File: config.mk
export PLATFORM = sky130hd
export DESIGN_NAME = tekbot_bump_sequencer_flat
export DESIGN_NICKNAME = d
export VERILOG_FILES = /design/src/rtl/tekbot_bump_sequencer_pkg.sv /design/src/rtl/tekbot_bump_sequencer_if.sv /design/src/rtl/tekbot_bump_sequencer_whisker_debounce.sv /design/src/rtl/tekbot_bump_sequencer.sv /design/src/flat_wrapper.sv
export SDC_FILE = /design/constraint.sdc
export NUM_CORES = 1
export LEC_CHECK = 0
export BUFFER_PORTS_ARGS = -buffer_cell sky130_fd_sc_hd__buf_4
export CAP_MARGIN = 25
export CORE_MARGIN = 10
export CORE_UTILIZATION = 40
export DETAILED_ROUTE_END_ITERATION = 8
export GPL_TIMING_DRIVEN = 0
export PLACE_DENSITY = 0.59
export REMOVE_ABC_BUFFERS = 1
export SYNTH_ARGS = -nofsm -noshare
export SYNTH_HDL_FRONTEND = slang
export SYNTH_SLANG_ARGS = --single-unit
File: constraint.sdc
create_clock -name clk_i -period 2.7 [get_ports clk_i]
set_input_delay 0.405 -clock clk_i [delete_from_list [all_inputs] [get_ports clk_i]]
set_output_delay 0.405 -clock clk_i [all_outputs]
set_load 0.02 [all_outputs]
File: src/rtl/tekbot_bump_sequencer_pkg.sv
// tekbot_bump_sequencer_pkg: state codes, motor output patterns and side-latch encoding
package tekbot_bump_sequencer_pkg;
   localparam int MOT_W = 4;
   localparam int ST_W  = 3;
   typedef enum logic [ST_W-1:0] {
      IDLE   = 3'd0,
      FWD    = 3'd1,
      DEAD   = 3'd2,
      BACK   = 3'd3,
      TURN_L = 3'd4,
      TURN_R = 3'd5
   } state_t;
   // {Len,Ldir,Ren,Rdir}: dir 1 = forward, en 1 = motor on
   localparam logic [MOT_W-1:0] MOT_OFF    = 4'b0000;
   localparam logic [MOT_W-1:0] MOT_FWD    = 4'b1111;
   localparam logic [MOT_W-1:0] MOT_BACK   = 4'b1010;
   localparam logic [MOT_W-1:0] MOT_TURN_L = 4'b1011;
   localparam logic [MOT_W-1:0] MOT_TURN_R = 4'b1110;
   // dead-time keeps the direction bits and drops both enables
   localparam logic [MOT_W-1:0] DIR_MASK   = 4'b0101;
   localparam logic SIDE_TURN_L = 1'b0;
   localparam logic SIDE_TURN_R = 1'b1;
   function automatic logic [MOT_W-1:0] mot_code(state_t s);
      return s == FWD ? MOT_FWD : s == BACK ? MOT_BACK :
             s == TURN_L ? MOT_TURN_L : s == TURN_R ? MOT_TURN_R : MOT_OFF;
   endfunction
endpackage

File: src/rtl/tekbot_bump_sequencer_if.sv
// tekbot_bump_sequencer_if: run/whisker inputs and motor/status outputs of the sequencer
interface tekbot_bump_sequencer_if;
   import tekbot_bump_sequencer_pkg::*;
   logic             run_i;
   logic             DigitalLDir;
   logic             DigitalRDir;
   logic [MOT_W-1:0] outputs;
   logic [ST_W-1:0]  state_o;
   logic             busy_o;
   modport master (output run_i, DigitalLDir, DigitalRDir, input outputs, state_o, busy_o);
   modport slave  (input run_i, DigitalLDir, DigitalRDir, output outputs, state_o, busy_o);
endinterface

File: src/rtl/tekbot_bump_sequencer_whisker_debounce.sv
// tekbot_bump_sequencer_whisker_debounce: 2-FF synchroniser plus tick-sampled debounce
module tekbot_bump_sequencer_whisker_debounce #(
   parameter int DEB_TICKS = 2,
   parameter int CNT_W     = 4
) (
   input  logic clk_i,
   input  logic reset_n,
   input  logic tick_i,
   input  logic i_raw,
   output logic o_level
);
   logic [1:0]       r_sync;
   logic [CNT_W-1:0] r_cnt;
   logic             r_level;
   // level flips only after DEB_TICKS consecutive disagreeing tick samples
   always_ff @(posedge clk_i or negedge reset_n) begin
      if (!reset_n) begin
         r_sync  <= 2'b00;
         r_cnt   <= '0;
         r_level <= 1'b0;
      end else begin
         r_sync <= {r_sync[0], i_raw};
         if (tick_i) begin
            if (r_sync[1] == r_level) r_cnt <= '0;
            else if (r_cnt == CNT_W'(DEB_TICKS - 1)) begin
               r_level <= ~r_level;
               r_cnt   <= '0;
            end else r_cnt <= r_cnt + 1'b1;
         end
      end
   end
   assign o_level = r_level;
endmodule

File: src/rtl/tekbot_bump_sequencer.sv
// tekbot_bump_sequencer: Moore bump/back-up/pivot sequencer with dead-time before reversals
module tekbot_bump_sequencer
   import tekbot_bump_sequencer_pkg::*;
#(
   parameter int DEB_TICKS  = 2,
   parameter int DEAD_TICKS = 1,
   parameter int BACK_TICKS = 5,
   parameter int TURN_TICKS = 3,
   parameter int CNT_W      = 4
) (
   input  logic                       clk_i,
   input  logic                       reset_n,
   input  logic                       tick_i,
   tekbot_bump_sequencer_if.slave     bus
);
   state_t           r_state, r_next;
   logic             r_side, r_busy;
   logic [CNT_W-1:0] r_cnt, w_dur_m1;
   logic [MOT_W-1:0] r_out;
   logic             w_l_deb, w_r_deb, w_exp;
   tekbot_bump_sequencer_whisker_debounce #(.DEB_TICKS(DEB_TICKS), .CNT_W(CNT_W)) u_deb_l (
      .clk_i(clk_i), .reset_n(reset_n), .tick_i(tick_i), .i_raw(bus.DigitalLDir), .o_level(w_l_deb));
   tekbot_bump_sequencer_whisker_debounce #(.DEB_TICKS(DEB_TICKS), .CNT_W(CNT_W)) u_deb_r (
      .clk_i(clk_i), .reset_n(reset_n), .tick_i(tick_i), .i_raw(bus.DigitalRDir), .o_level(w_r_deb));
   // last count value of the current timed state; expiry lands on the Nth tick
   always_comb begin
      w_dur_m1 = r_state == DEAD ? CNT_W'(DEAD_TICKS - 1) :
                 r_state == BACK ? CNT_W'(BACK_TICKS - 1) : CNT_W'(TURN_TICKS - 1);
      w_exp    = tick_i && r_cnt == w_dur_m1;
   end
   // state, duration counter, side latch and registered outputs move together
   always_ff @(posedge clk_i or negedge reset_n) begin
      if (!reset_n) begin
         r_state <= IDLE;
         r_next  <= IDLE;
         r_side  <= SIDE_TURN_L;
         r_cnt   <= '0;
         r_out   <= MOT_OFF;
         r_busy  <= 1'b0;
      end else if (!bus.run_i) begin
         r_state <= IDLE;
         r_cnt   <= '0;
         r_out   <= MOT_OFF;
         r_busy  <= 1'b0;
      end else begin
         case (r_state)
            IDLE: begin
               r_state <= FWD;
               r_out   <= MOT_FWD;
            end
            FWD: if (w_l_deb || w_r_deb) begin
               r_state <= DEAD;
               r_next  <= BACK;
               r_side  <= w_l_deb ? SIDE_TURN_R : SIDE_TURN_L;
               r_out   <= r_out & DIR_MASK;
               r_busy  <= 1'b1;
               r_cnt   <= '0;
            end
            DEAD, BACK, TURN_L, TURN_R: begin
               if (w_exp) begin
                  r_cnt <= '0;
                  if (r_state == DEAD) begin
                     r_state <= r_next;
                     r_out   <= mot_code(r_next);
                     r_busy  <= r_next != FWD;
                  end else begin
                     r_state <= DEAD;
                     r_next  <= r_state != BACK ? FWD : r_side == SIDE_TURN_R ? TURN_R : TURN_L;
                     r_out   <= r_out & DIR_MASK;
                  end
               end else if (tick_i) r_cnt <= r_cnt + 1'b1;
            end
            default: begin
               r_state <= IDLE;
               r_cnt   <= '0;
               r_out   <= MOT_OFF;
               r_busy  <= 1'b0;
            end
         endcase
      end
   end
   assign bus.outputs = r_out;
   assign bus.state_o = r_state;
   assign bus.busy_o  = r_busy;
endmodule

File: src/flat_wrapper.sv
// flat-port wrapper written by rule: the top's interface ports become plain ports
module tekbot_bump_sequencer_flat import tekbot_bump_sequencer_pkg::*;
#(
   parameter int DEB_TICKS  = 2,
   parameter int DEAD_TICKS = 1,
   parameter int BACK_TICKS = 5,
   parameter int TURN_TICKS = 3,
   parameter int CNT_W      = 4
)
  (clk_i, reset_n, tick_i, bus_run_i, bus_DigitalLDir, bus_DigitalRDir, bus_outputs, bus_state_o, bus_busy_o);
  tekbot_bump_sequencer_if bus_i ();
  input  logic clk_i;
  input  logic reset_n;
  input  logic tick_i;
  input wire logic [$bits(bus_i.run_i)-1:0] bus_run_i;
  input wire logic [$bits(bus_i.DigitalLDir)-1:0] bus_DigitalLDir;
  input wire logic [$bits(bus_i.DigitalRDir)-1:0] bus_DigitalRDir;
  output wire logic [$bits(bus_i.outputs)-1:0] bus_outputs;
  output wire logic [$bits(bus_i.state_o)-1:0] bus_state_o;
  output wire logic [$bits(bus_i.busy_o)-1:0] bus_busy_o;
  assign bus_i.run_i = bus_run_i;
  assign bus_i.DigitalLDir = bus_DigitalLDir;
  assign bus_i.DigitalRDir = bus_DigitalRDir;
  assign bus_outputs = bus_i.outputs;
  assign bus_state_o = bus_i.state_o;
  assign bus_busy_o = bus_i.busy_o;
  tekbot_bump_sequencer #(.DEB_TICKS(DEB_TICKS), .DEAD_TICKS(DEAD_TICKS), .BACK_TICKS(BACK_TICKS), .TURN_TICKS(TURN_TICKS), .CNT_W(CNT_W)) u_core (.clk_i(clk_i), .reset_n(reset_n), .tick_i(tick_i), .bus(bus_i));
endmodule
==> report_table.html <==
<table>
<tr><th>Metric</th><th>Value</th></tr>
<tr><th colspan="2">Cells and area</th></tr>
<tr><td>Count of nets after finishing</td><td>~190</td></tr>
<tr><td>Final design instance area without fill</td><td>0.00176 sq mm</td></tr>
<tr><td>Layout cells sized above 1</td><td>between 10% and 20%</td></tr>
<tr><td>Fin cells</td><td>around 230</td></tr>
<tr><td>Antenna Cells</td><td>0</td></tr>
<tr><td>Share of the core filled with cells in the final layout</td><td>47.4%</td></tr>
<tr><td>Area growth from synthesis to layout</td><td>12.8%</td></tr>
<tr><th colspan="2">Clocking</th></tr>
<tr><td>Hold buffers post-CTS</td><td>0</td></tr>
<tr><td>Clk root buf</td><td>sky130_fd_sc_hd__clkbuf_8</td></tr>
<tr><td>CTS tree</td><td>built</td></tr>
<tr><td>H-Tree Level Count</td><td>2</td></tr>
<tr><td>CTS sink cnt</td><td>29</td></tr>
<tr><td>Clk Latency, worst-skew pair</td><td>about 0.27 ns</td></tr>
<tr><td>CTS resizes</td><td>0</td></tr>
<tr><td>Clock tree buffer depth</td><td>2</td></tr>
<tr><td>Number of CTS-inserted buffers</td><td>5</td></tr>
<tr><td>Post-CTS setup-driven buffer insertion count</td><td>0</td></tr>
<tr><td>Clock transition at the registers of the reported paths</td><td>roughly 0.06 ns</td></tr>
<tr><th colspan="2">STA</th></tr>
<tr><td>Final Cycle Share</td><td>between 70% and 80%</td></tr>
<tr><td>Worst Max-Slew Pin Slew</td><td>0.581 ns</td></tr>
<tr><td>Upper clock frequency limit</td><td>between 400 and 500 MHz</td></tr>
<tr><td>Final Hold Violating Endpoints</td><td>0</td></tr>
<tr><td>Number of setup violations in the final report</td><td>0</td></tr>
<tr><td>Minimum period implied by the final worst setup slack</td><td>approximately 2.1 ns</td></tr>
<tr><td>Final setup skew</td><td>approximately 0.0045 ns</td></tr>
<tr><td>Number of max-slew violations in the final report</td><td>0</td></tr>
<tr><td>Max-Slew Margin vs Limit</td><td>between 60% and 70%</td></tr>
<tr><td>Setup tns final</td><td>0 ns</td></tr>
<tr><td>Unrepaired setup endpoints after global routing</td><td>no</td></tr>
<tr><th colspan="2">Synthesis</th></tr>
<tr><td>Biggest area contributors in the synthesized netlist</td><td>sky130_fd_sc_hd__dfrtp_1, sky130_fd_sc_hd__o21ai_0, sky130_fd_sc_hd__ha_1, sky130_fd_sc_hd__a21oi_1, sky130_fd_sc_hd__nand2_1</td></tr>
<tr><td>Mean instance size in the synthesized netlist</td><td>9.30 sq um</td></tr>
<tr><td>Area fraction of the dominant cell type after synthesis</td><td>between 40% and 50%</td></tr>
<tr><td>Number of synthesized flops with an enable pin</td><td>0</td></tr>
<tr><td>Netlist cell types</td><td>43</td></tr>
<tr><td>Count leader, synth</td><td>sky130_fd_sc_hd__dfrtp_1</td></tr>
<tr><td>Post-Syn Instances</td><td>approximately 170</td></tr>
<tr><td>Most used flip-flop cell after synthesis</td><td>sky130_fd_sc_hd__dfrtp_1</td></tr>
<tr><td>Most numerous cell types in the synthesized netlist</td><td>sky130_fd_sc_hd__dfrtp_1, sky130_fd_sc_hd__o21ai_0, sky130_fd_sc_hd__nand2_1</td></tr>
<tr><td>Cell taking the most area after synthesis</td><td>sky130_fd_sc_hd__dfrtp_1</td></tr>
<tr><td>Mapped cell area</td><td>roughly 0.0016 sq mm</td></tr>
<tr><td>Post-synthesis sequential element count</td><td>29</td></tr>
<tr><td>Warning count from the yosys run</td><td>0</td></tr>
<tr><td>Ys async rst share</td><td>between 90% and 100%</td></tr>
<tr><td>Share of the yosys chip area belonging to registers</td><td>between 40% and 50%</td></tr>
<tr><th colspan="2">Floorplan</th></tr>
<tr><td>Core outline area</td><td>between 0.003 and 0.004 sq mm</td></tr>
<tr><td>Total die area</td><td>approximately 0.007 sq mm</td></tr>
<tr><td>Horizontal die dimension</td><td>around 83 um</td></tr>
<tr><td>Std cell rows</td><td>22</td></tr>
<tr><td>I/O pin total</td><td>14</td></tr>
<tr><td>Floorplan die height</td><td>around 83 um</td></tr>
<tr><td>Initial core utilization</td><td>between 40% and 50%</td></tr>
<tr><th colspan="2">Detailed routing</th></tr>
<tr><td>Post-DR vias/cell</td><td>5.58</td></tr>
<tr><td>Post-route antenna net violation count</td><td>0</td></tr>
<tr><td>Routed WL</td><td>~3.2 mm</td></tr>
<tr><td>Routed via count</td><td>1,260</td></tr>
<tr><td>Starting DRC count in detailed routing</td><td>99</td></tr>
<tr><td>Number of optimization iterations in the first detailed-route pass</td><td>4</td></tr>
<tr><td>Average wire length per cell after detail routing</td><td>14.0 um</td></tr>
<tr><td>Number of remaining DRC errors</td><td>0</td></tr>
<tr><th colspan="2">Global route</th></tr>
<tr><td>Antenna violations before repair</td><td>0</td></tr>
<tr><td>Total congestion overflow</td><td>0</td></tr>
<tr><td>Overall routing resource usage</td><td>a little over a tenth</td></tr>
<tr><td>Global-route wire length before repair</td><td>~5.5 mm</td></tr>
<tr><td>Vias in the first global route</td><td>1,245</td></tr>
<tr><td>Maximum number of pins on one net before global-route repair</td><td>30</td></tr>
<tr><th colspan="2">Worst setup path</th></tr>
<tr><td>Crit Path Category</td><td>reg -&gt; reg</td></tr>
<tr><td>Setup crit end kind</td><td>flop</td></tr>
<tr><td>Data required time of the worst path</td><td>roughly 2.9 ns</td></tr>
<tr><td>Worst endpoint data arrival time</td><td>2.30 ns</td></tr>
<tr><td>Biggest fanout along the worst timing path</td><td>16</td></tr>
<tr><td>Critical path launch point type</td><td>flop</td></tr>
<tr><th colspan="2">Power</th></tr>
<tr><td>P_leak</td><td>approximately 0.75 nW</td></tr>
<tr><td>Peak ir drop on the vdd network</td><td>between 0.4 and 0.5 mV</td></tr>
<tr><td>Pwr/cell area</td><td>between 1000 and 1500 mW/mm^2</td></tr>
<tr><th colspan="2">Place</th></tr>
<tr><td>Count of input and output buffers</td><td>13</td></tr>
<tr><td>Cell area after placement</td><td>~0.0017 sq mm</td></tr>
<tr><td>Routability-driven placement congestion ratio</td><td>just under 0.8</td></tr>
<tr><td>HPWL after detailed placement</td><td>2.32 mm</td></tr>
<tr><td>Instance count after placement with tap cells included</td><td>~220</td></tr>
<tr><th colspan="2">Hold path</th></tr>
<tr><td>Class of the most critical hold timing path</td><td>in -&gt; async</td></tr>
<tr><th colspan="2">Run status</th></tr>
<tr><td>Outcome</td><td>complete, no violations</td></tr>
<tr><th colspan="2">Job</th></tr>
<tr><td>MaxCap Viol Count</td><td>0</td></tr>
</table>
worst paths after layout:
| path | startpoint | end | slack [ns] | cells past startpoint |
|---|---|---|---|---|
| max | u_core.bus.state_o[1] | u_core.r_cnt[2] | 0.59 | 5 |
| min | reset_n | u_core.r_cnt[0] | 0.04 | 1 |
| max reg2reg | u_core.bus.state_o[1] | u_core.r_cnt[2] | 0.59 | 5 |
| min reg2reg | u_core.u_deb_l.r_sync[0] | u_core.u_deb_l.r_sync[1] | 0.35 | 0 |
| max in group asynchronous | reset_n | u_core.u_deb_r.o_level | 2.39 | 1 |
| min in group clk_i | bus_DigitalLDir | u_core.u_deb_l.r_sync[0] | 0.23 | 1 |
cells in the final DEF (no fill, tap or decap), types with 6 or more instances in the layout:
cell type	instances
sky130_fd_sc_hd__nand2_1	12
sky130_fd_sc_hd__nand3_1	7
sky130_fd_sc_hd__clkbuf_8	6
sky130_fd_sc_hd__nand2b_1	7
sky130_fd_sc_hd__o21ai_0	18
sky130_fd_sc_hd__nor2_1	10
sky130_fd_sc_hd__dfrtp_1	29
sky130_fd_sc_hd__a21oi_1	9
sky130_fd_sc_hd__buf_4	13
worst max-delay path: stages, from the launching register on:
cell and delay, ns:
sky130_fd_sc_hd__dfrtp_1 0.63, sky130_fd_sc_hd__nand2b_1 0.14, sky130_fd_sc_hd__a22oi_1 0.35, sky130_fd_sc_hd__o21ai_1 0.27
sky130_fd_sc_hd__or4_1 0.55, sky130_fd_sc_hd__o21ai_0 0.09
flip-flops by register name, indices dropped and copies added (netlist names):
register                cells
u_core.r_side               1
u_core.u_deb_r.o_level      1
u_core.u_deb_r.r_cnt        4
u_core.u_deb_l.o_level      1
u_core.bus.busy_o           1
u_core.r_cnt                4
u_core.u_deb_l.r_sync       2
u_core.bus.state_o          3
u_core.r_next               3
u_core.u_deb_l.r_cnt        4
u_core.bus.outputs          3
u_core.u_deb_r.r_sync       2
power breakdown:
part           internal [mW]  total (mW)  switching [mW]
Sequential             0.563       0.763           0.200
Combinational          0.339       0.734           0.395
Clock                  0.201       0.348           0.147
logic make-up (layout without fill, tap and decap cells):
kind of cell,count (synthesis),after routing,synth area share [%]
buffers and inverters,16,26,4.24
flip-flops,29,29,46.4
multiplexers,4,4,2.72
AND/OR/NAND/NOR,58,58,19.0
adder cells (fa/ha/maj),5,5,4.00
AO/OA/AOI/OAI,51,51,20.8
XOR/XNOR,5,5,2.80
final cells by class:
class                           instances  area, sq um
Sequential cell                        29          726
Inverter                                6         22.5
Tap cell                               48         60.1
Fill cell                             375         1950
Timing Repair Buffer                   13         97.6
Clock buffer                            7         86.3
Multi-Input combinational cell        123          771
routing by layer:
layer	vias to the layer above	wire, um	GRT usage (%)
li1	622	-	-
met1	615	1440	11.9
met2	18	1510	16.5
met3	5	157	3.89
met4	0	75	6.02
met5	-	0	0
per-stage QoR:
stage,power [mW],hold WS [ns],setup slack [ns]
6_report,1.85,0.0426,0.588
5_1_grt,2.00,0.0542,0.393
4_1_cts,1.87,0.0499,0.574
3_5_place_dp,1.51,0.337,0.592
3_3_place_gp,1.48,0.336,0.612
2_1_floorplan,1.26,0.109,0.815
(Power assumes the default switching activity.)
